==> config.mk <==
export PLATFORM = sky130hd
export DESIGN_NAME = regfile_param
export DESIGN_NICKNAME = d
export VERILOG_FILES = /design/src/rtl/regfile_param.sv
export SDC_FILE = /design/constraint.sdc
export NUM_CORES = 1
export LEC_CHECK = 0
export ABC_AREA = 1
export CORE_AREA = 2 2 101 103
export DETAILED_ROUTE_END_ITERATION = 12
export DIE_AREA = 0 0 103 105
export GPL_TIMING_DRIVEN = 0
export PLACE_DENSITY_LB_ADDON = 0.08
export SLEW_MARGIN = 20
export SYNTH_ARGS = -nofsm -noshare
export SYNTH_HDL_FRONTEND = slang
export SYNTH_SLANG_ARGS = --single-unit
==> constraint.sdc <==
create_clock -name sys_clk -period 2 [get_ports sys_clk]
set_input_delay 0.4 -clock sys_clk [delete_from_list [all_inputs] [get_ports sys_clk]]
set_output_delay 0.4 -clock sys_clk [all_outputs]
set_load 0.02 [all_outputs]
==> src/rtl/regfile_param.sv <==
// rtl/regfile_param.sv - two-write, two-read register file with a clear-sweep FSM
//
// Purpose:
//   DEPTH = 2**ADDR_W entries of DATA_W bits. There are two synchronous write
//   ports and two combinational read ports. A clear FSM (IDLE -> SWEEP -> DONE)
//   zeroes one entry per cycle. Writes are dropped while the sweep runs.
//
// Parameters:
//   DATA_W    entry width in bits
//   ADDR_W    address width; DEPTH = 2**ADDR_W
//   ZERO_REG  1 = entry 0 is hard-wired to zero
//
// Optional feature:
//   REGFILE_BYPASS_EN  When defined, a read returns the data of an accepted
//                      write to the same address in the same cycle
//                      (port 1 wins). No bypass occurs during a sweep.
//
// Ports:
//   sys_clk, sys_rst_n    clock and asynchronous active-low reset
//   we0/wa0/wd0           write port 0
//   we1/wa1/wd1           write port 1 (wins on a same-address collision)
//   ra1/rd1, ra2/rd2      combinational read ports A and B
//   clr_req               starts a clear sweep from IDLE
//   clr_busy              high while the sweep is in progress
//   clr_done              one-cycle pulse after the last entry is cleared
module regfile_param #(
  parameter int DATA_W   = 8,
  parameter int ADDR_W   = 3,
  parameter int ZERO_REG = 0
) (
  input  logic              sys_clk,
  input  logic              sys_rst_n,
  input  logic              we0,
  input  logic [ADDR_W-1:0] wa0,
  input  logic [DATA_W-1:0] wd0,
  input  logic              we1,
  input  logic [ADDR_W-1:0] wa1,
  input  logic [DATA_W-1:0] wd1,
  input  logic [ADDR_W-1:0] ra1,
  input  logic [ADDR_W-1:0] ra2,
  output logic [DATA_W-1:0] rd1,
  output logic [DATA_W-1:0] rd2,
  input  logic              clr_req,
  output logic              clr_busy,
  output logic              clr_done
);

  localparam int DEPTH = 1 << ADDR_W;
  localparam logic [ADDR_W-1:0] PTR_LAST = ADDR_W'(DEPTH - 1);
  localparam bit ZR = (ZERO_REG != 0);

  typedef enum logic [1:0] {
    IDLE  = 2'd0,
    SWEEP = 2'd1,
    DONE  = 2'd2
  } state_t;

  state_t            state_q, state_d;
  logic [ADDR_W-1:0] ptr_q, ptr_d;
  logic [DATA_W-1:0] mem_q [DEPTH];

  logic wr0_en;
  logic wr1_en;

  assign clr_busy = (state_q == SWEEP);
  assign clr_done = (state_q == DONE);

  // Writes are accepted only outside the sweep. With ZERO_REG set, writes to
  // entry 0 are dropped so that entry always stays at its reset value of 0.
  assign wr0_en = we0 && !clr_busy && !(ZR && (wa0 == '0));
  assign wr1_en = we1 && !clr_busy && !(ZR && (wa1 == '0));

  always_ff @(posedge sys_clk or negedge sys_rst_n) begin
    if (!sys_rst_n) begin
      state_q <= IDLE;
      ptr_q   <= '0;
    end else begin
      state_q <= state_d;
      ptr_q   <= ptr_d;
    end
  end

  always_comb begin
    state_d = state_q;
    ptr_d   = ptr_q;
    unique case (state_q)
      IDLE: begin
        if (clr_req) begin
          state_d = SWEEP;
          ptr_d   = '0;
        end
      end
      SWEEP: begin
        if (ptr_q == PTR_LAST) begin
          state_d = DONE;
          ptr_d   = '0;
        end else begin
          ptr_d = ptr_q + 1'b1;
        end
      end
      DONE: begin
        state_d = IDLE;
      end
      default: begin
        state_d = IDLE;
        ptr_d   = '0;
      end
    endcase
  end

  // Port 1's write is issued after port 0's, so it wins on a shared address.
  always_ff @(posedge sys_clk or negedge sys_rst_n) begin
    if (!sys_rst_n) begin
      for (int i = 0; i < DEPTH; i++) begin
        mem_q[i] <= '0;
      end
    end else if (state_q == SWEEP) begin
      mem_q[ptr_q] <= '0;
    end else begin
      if (wr0_en) mem_q[wa0] <= wd0;
      if (wr1_en) mem_q[wa1] <= wd1;
    end
  end

`ifdef REGFILE_BYPASS_EN
  // wrN_en already excludes the sweep, so no bypass happens while busy.
  always_comb begin
    rd1 = mem_q[ra1];
    if (wr0_en && (wa0 == ra1)) rd1 = wd0;
    if (wr1_en && (wa1 == ra1)) rd1 = wd1;
    if (ZR && (ra1 == '0))      rd1 = '0;
  end

  always_comb begin
    rd2 = mem_q[ra2];
    if (wr0_en && (wa0 == ra2)) rd2 = wd0;
    if (wr1_en && (wa1 == ra2)) rd2 = wd1;
    if (ZR && (ra2 == '0))      rd2 = '0;
  end
`else
  always_comb begin
    rd1 = mem_q[ra1];
    if (ZR && (ra1 == '0)) rd1 = '0;
  end

  always_comb begin
    rd2 = mem_q[ra2];
    if (ZR && (ra2 == '0)) rd2 = '0;
  end
`endif

endmodule

# ---- Yosys cells after proc, flatten, opt, wreduce, memory -nomap -nowiden
# Index checks and enable logic that the tools add are counted.
dict set report totals {
  reg_bits 69
  out_inout_bits 18
  in_bits 33
  romBits 0
  ramBits 0
  memories 0
  latchBits 0
}
dict set report op_classes {
  shifts 0
  reduce_logical 9
  n_mux 24
  eq_ne 5
  n_addsub 1
  bitwise_logic 8
  n_mul 0
  magnitude_cmp 8
  n_div 0
}
# operator n
set op_table {}
lappend op_table {{2-to-1 mux 64 bit} 4}
lappend op_table {{bitwise mux 64 bit} 2}
lappend op_table {{demux 8 bit (select 3 bit)} 3}
lappend op_table {{bitwise AND 64 bit} 1}
lappend op_table {{NOT 64 bit} 1}
lappend op_table {{2-to-1 mux 8 bit} 7}
lappend op_table {{binary-select mux 8 bit (select 3 bit)} 2}
lappend op_table {{>= comparator 4 bit (second input constant)} 5}
lappend op_table {{NOT 3 -> 4 bit} 5}
lappend op_table {{less-than comparator 4 x 1 -> 1 bit (second input constant)} 3}
lappend op_table {{case mux 3 bit (3 select lines)} 1}
lappend op_table {{2-to-1 mux 3 bit} 2}
lappend op_table {{logical AND 1 bit} 5}
lappend op_table {{2-to-1 mux 2 bit} 2}
lappend op_table {{case mux 2 bit (2 select lines)} 1}
lappend op_table {{AND reduction 2 bit} 2}
lappend op_table {{adder 3 x 1 -> 3 bit (second input constant)} 1}
lappend op_table {{equality test 3 bit (second input constant)} 1}
lappend op_table {{equality test 2 x 1 -> 1 bit (second input constant)} 1}
lappend op_table {{equality test 2 bit (second input constant)} 1}
lappend op_table {{logical NOT 2 bit} 1}
lappend op_table {{!= test 2 x 1 -> 1 bit (second input constant)} 1}
lappend op_table {{!= test 2 bit (second input constant)} 1}
lappend op_table {{logical NOT 1 bit} 1}
lappend op_table {{NOT 1 bit} 1}

# ---- Longest topological paths before layout
dict set report depth {
  word_depth 11
  mapped_depth 8
  depth_no_buf 8
}

# ---- Worst setup path before layout
# OpenSTA, ideal clock, no wires.
dict set report synth_path {
  path_kind {in2out}
  start {in ra1[0]}
  end {out rd1[1]}
  stages 7
  required_ns 1.600
  setup_slack_ns 0.317
  t_arrival_ns 1.283
  cell_sequence {buf_2 -> inv_1 -> buf_2 -> nor2_1 -> o21ai_0 -> nand2_1 -> nand2_1}
}
dict set report synth_via {
  elab_chain_cells 4
}
# item line
set synth_lines {}
lappend synth_lines {{start, declared} 39} ;# input logic [ADDR_W-1:0] ra1,
lappend synth_lines {{NOT 3 -> 4 bit (implied by the code)} 142} ;# rd1 = mem_q[ra1];
lappend synth_lines {{binary-select mux 8 bit (select 3 bit)} 142}
lappend synth_lines {{2-to-1 mux 8 bit (implied by the code) (2 in series)} 142}
lappend synth_lines {{end, declared} 41} ;# output logic [DATA_W-1:0] rd1,
# No other way between the ends. The select of a mux whose other input is x is not followed.

# ---- Final worst setup path
dict set report layout_path {
  start {in ra2[0]}
  end {out rd2[1]}
}
dict set report layout_via {
  elab_chain_cells 4
}
# item line
set layout_lines {}
lappend layout_lines {{start, declared} 40} ;# input logic [ADDR_W-1:0] ra2,
lappend layout_lines {{NOT 3 -> 4 bit (implied by the code)} 147} ;# rd2 = mem_q[ra2];
lappend layout_lines {{binary-select mux 8 bit (select 3 bit)} 147}
lappend layout_lines {{2-to-1 mux 8 bit (implied by the code) (2 in series)} 147}
lappend layout_lines {{end, declared} 42} ;# output logic [DATA_W-1:0] rd2,
# No other way between the ends. The select of a mux whose other input is x is not followed.

==> results.md <==
* Power Internal at 3.72 mW
* Fmax at 0.504 GHz
* RSZ-0062 raised after global routing: true
* Row Count at 36
* Grt ovf at 0
* Crit path top cell by count: nand2_1
* First-pass GRT wire length at 34700 microns
* Hold WC Path Type: flip-flop to flip-flop
* # diodes at 0
* Worst r2r src: state_q[1]
* DIE AREA at 10800 sq um
* Most used DFF post-synth: dfrtp_1
* Hold violation count in the final report at 0
* Startpoint types: input pin
* Initial antenna violation count at 0
* Post-Syn Instances at 895
* Final Instance Area at 6570 sq um
* Relative slew slack at 0.469
* Sequential Power Share at 0.333
* Clock slew at reported path FFs at 0.07 ns
* VDD IR max at 822 uV
* Fin Hold WS at 0.524 ns
* Drt pass-1 iters at 7
* Synthesized flop and latch total at 69
* Top cell type by total area after synthesis: dfrtp_1
* Core Box Area at 9640 sq um
* Switch Pwr at 3.62 mW
* Hold depth at 2
* Cell area after synthesis at 5710 sq um
* Comb pwr share at 0.528
* Io pins at 51
* Reg2Reg Setup Slack at 0.31 ns
* Via count at 7100
* Max-cap check violation count at 0
* Worst Hold Launch: mem_q[51]
* Max Root-Sink Buffers at 2
* Root buffer cell: clkbuf_8
* CP max stage cell: clkdlybuf4s15_2
* Final min period at 1.98 ns
* DPL Wire Length at 16400 microns
* Fraction of post-synthesis cell area in the top cell type by area at 0.302
* Htree depth at 3
* Die Y at 105 microns
* Max-slew violations at 0
* Number of flops mapped to enable cells by yosys at 0
* Top cells by count, synth: nand2_1, nand3_1, o21ai_0
* Vias in the first global route at 6539
* Post-synth cell types at 26
* Final nets at 990
* Final WL at 22600 microns
* R2R Path End: mem_q[41]
* DR iter-0 viols at 1043
* Status: complete, no violations
* Sw Ratio at 0.494
* Most frequent cell after synthesis: nand2_1
* GR Util All Layers at 0.423
* Crit. End Element: output pin
* # DRC at 0
* Worst EP required at 1.60 ns
* Synth top area cells: dfrtp_1, nand2_1, nand3_1
* Slowest Stage Delay on Critical Path at 0.21 ns
* Clk pwr share at 0.139
* Fin crit share at 0.992
* Avg Cell Area, Syn at 6.38 sq um
* TritonCTS buffer count at 9
* Static Leak at 3.25 nW
* Die W at 103 microns
* WL/cell at 20.7 microns
* Crit path cell chain: clkdlybuf4s15_2 > buf_6 > clkbuf_4 > o21ai_0 > o21ai_1 > nand2_1 > nand2_1 > buf_4
* Clock Latency Late Sink at 0.36 ns
* R2R depth at 7
* IO Port Bufs at 36
* Final setup viols at 0
* CTS Sinks at 69
* Async SR Flop Fraction at 1.00
* Ys Warns at 0
* Worst slew pin tran at 0.797 ns
* Via/cell ratio at 6.50
* Starting density of the core at 0.592
* Hold Path End: mem_q[51]
* Share of cells above drive strength 1 at 0.120
* CP Data Arrival Time at 1.58 ns
* Post-synth net total at 930
* Largest net degree at the start of global routing at 36
* Sequential area share after synthesis at 0.302
* Area after DPL at 6250 sq um
* Final antenna-violating net count at 0
* Area Growth Syn to Fin at 15.0%
* Kind of critical path: input pin to output pin
* GP Congestion at 1.03
* Fillers at 857
* Largest fanout on the critical path at 10
* PD cells at 1120 nW/um^2
* Fin Clk Skew at 0.00884 ns
* CTS tree: done
power groups by stage:
stage / Clock, mW / Sequential (mW) / Combinational [mW]
global route: 1.09 / 2.48 / 4.25
detailed placement: 0 / 2.44 / 3.58
global placement: 0 / 2.41 / 3.48
finish: 1.02 / 2.45 / 3.88
CTS: 1.02 / 2.41 / 3.63
floorplan: 0 / 2.22 / 2.59
layout by cell type, fill, tap and decap left out, types with 25 or more instances in the layout:
| cell | netlist | layout |
|---|---|---|
| inv_1 | 44 | 39 |
| buf_4 | 6 | 28 |
| nand3_1 | 122 | 122 |
| a21oi_1 | 32 | 30 |
| o21ai_0 | 95 | 75 |
| nand2_1 | 329 | 329 |
| clkbuf_1 | 33 | 25 |
| nor2_1 | 36 | 36 |
| dfrtp_1 | 69 | 67 |
| a41oi_1 | 64 | 64 |
worst max-delay path by stage:
stage                    from  endpoint  slack (ns)  cells past startpoint
floorplan              ra1[0]    rd1[1]        0.32                      7
global placement    sys_rst_n  mem_q[4]       -1.68                      1
detailed placement     ra2[1]    rd2[5]       -1.07                      7
CTS                    ra2[0]    rd2[0]       -0.01                      8
global route           ra2[0]    rd2[2]       -0.03                      9
finish                 ra2[0]    rd2[1]        0.02                      8
per-layer routing:
layer / up-vias / wire length, microns / track usage
met2: 632 / 9740 / 0.625
li1: 3204 / - / -
met1: 3146 / 8470 / 0.561
met4: 0 / 1160 / 0.198
met3: 118 / 3250 / 0.129
met5: - / 0 / 0
state kept, by name (all words and copies together) (netlist names):
name     cells
mem_q       64
state_q      2
ptr_q        3
metrics by stage:
step | power (mW) | setup WS, ns | cells | setup TNS (ns) | utilization
6_report | 7.34 | 0.0160 | 1093 | 0 | 0.681
3_5_place_dp | 6.02 | -1.07 | 1065 | -18.64 | 0.649
3_3_place_gp | 5.89 | -1.68 | 1064 | -132.40 | 0.647
4_1_cts | 7.05 | -0.0142 | 1087 | -0.0142 | 0.677
5_1_grt | 7.81 | -0.0325 | 1093 | -0.0864 | 0.681
2_1_floorplan | 4.81 | 0.317 | 895 | 0 | -
cell type report:
cell class	instances	area (sq um)	area share
Buffer	61	359	0.0547
Clock buffer	12	145	0.0221
Clock inverter	4	23.8	0.00362
Inverter	49	186	0.0284
Multi-Input combinational cell	715	3530	0.538
Sequential cell	69	1730	0.263
Tap cell	133	166	0.0253
Timing Repair Buffer	50	428	0.0651
critical path, delay by kind of cell:
family,cells,cell delay (ns)
AND/OR/NAND/NOR,2,0.15
AO/OA/AOI/OAI,2,0.32
buffers and inverters,4,0.72
cells by family (layout without fill, tap and decap cells):
family	count (synthesis)	count (layout)	share of synthesized area
buf+inv	111	176	0.0806
simple gates	508	508	0.378
flops	69	69	0.302
fa+ha+maj	2	2	0.00438
compound gates	205	205	0.235
what timing repair did:
action | CTS | global route
gates resized for setup | 117 | 32
buffers inserted | 6 | 6
pin swaps | 3 | 0
hold buffers | 1 | 0
setup endpoints to repair | 17 | 18
hold endpoints to repair | 17 | 0
No activity file was read; power rests on OpenSTA's default activity.
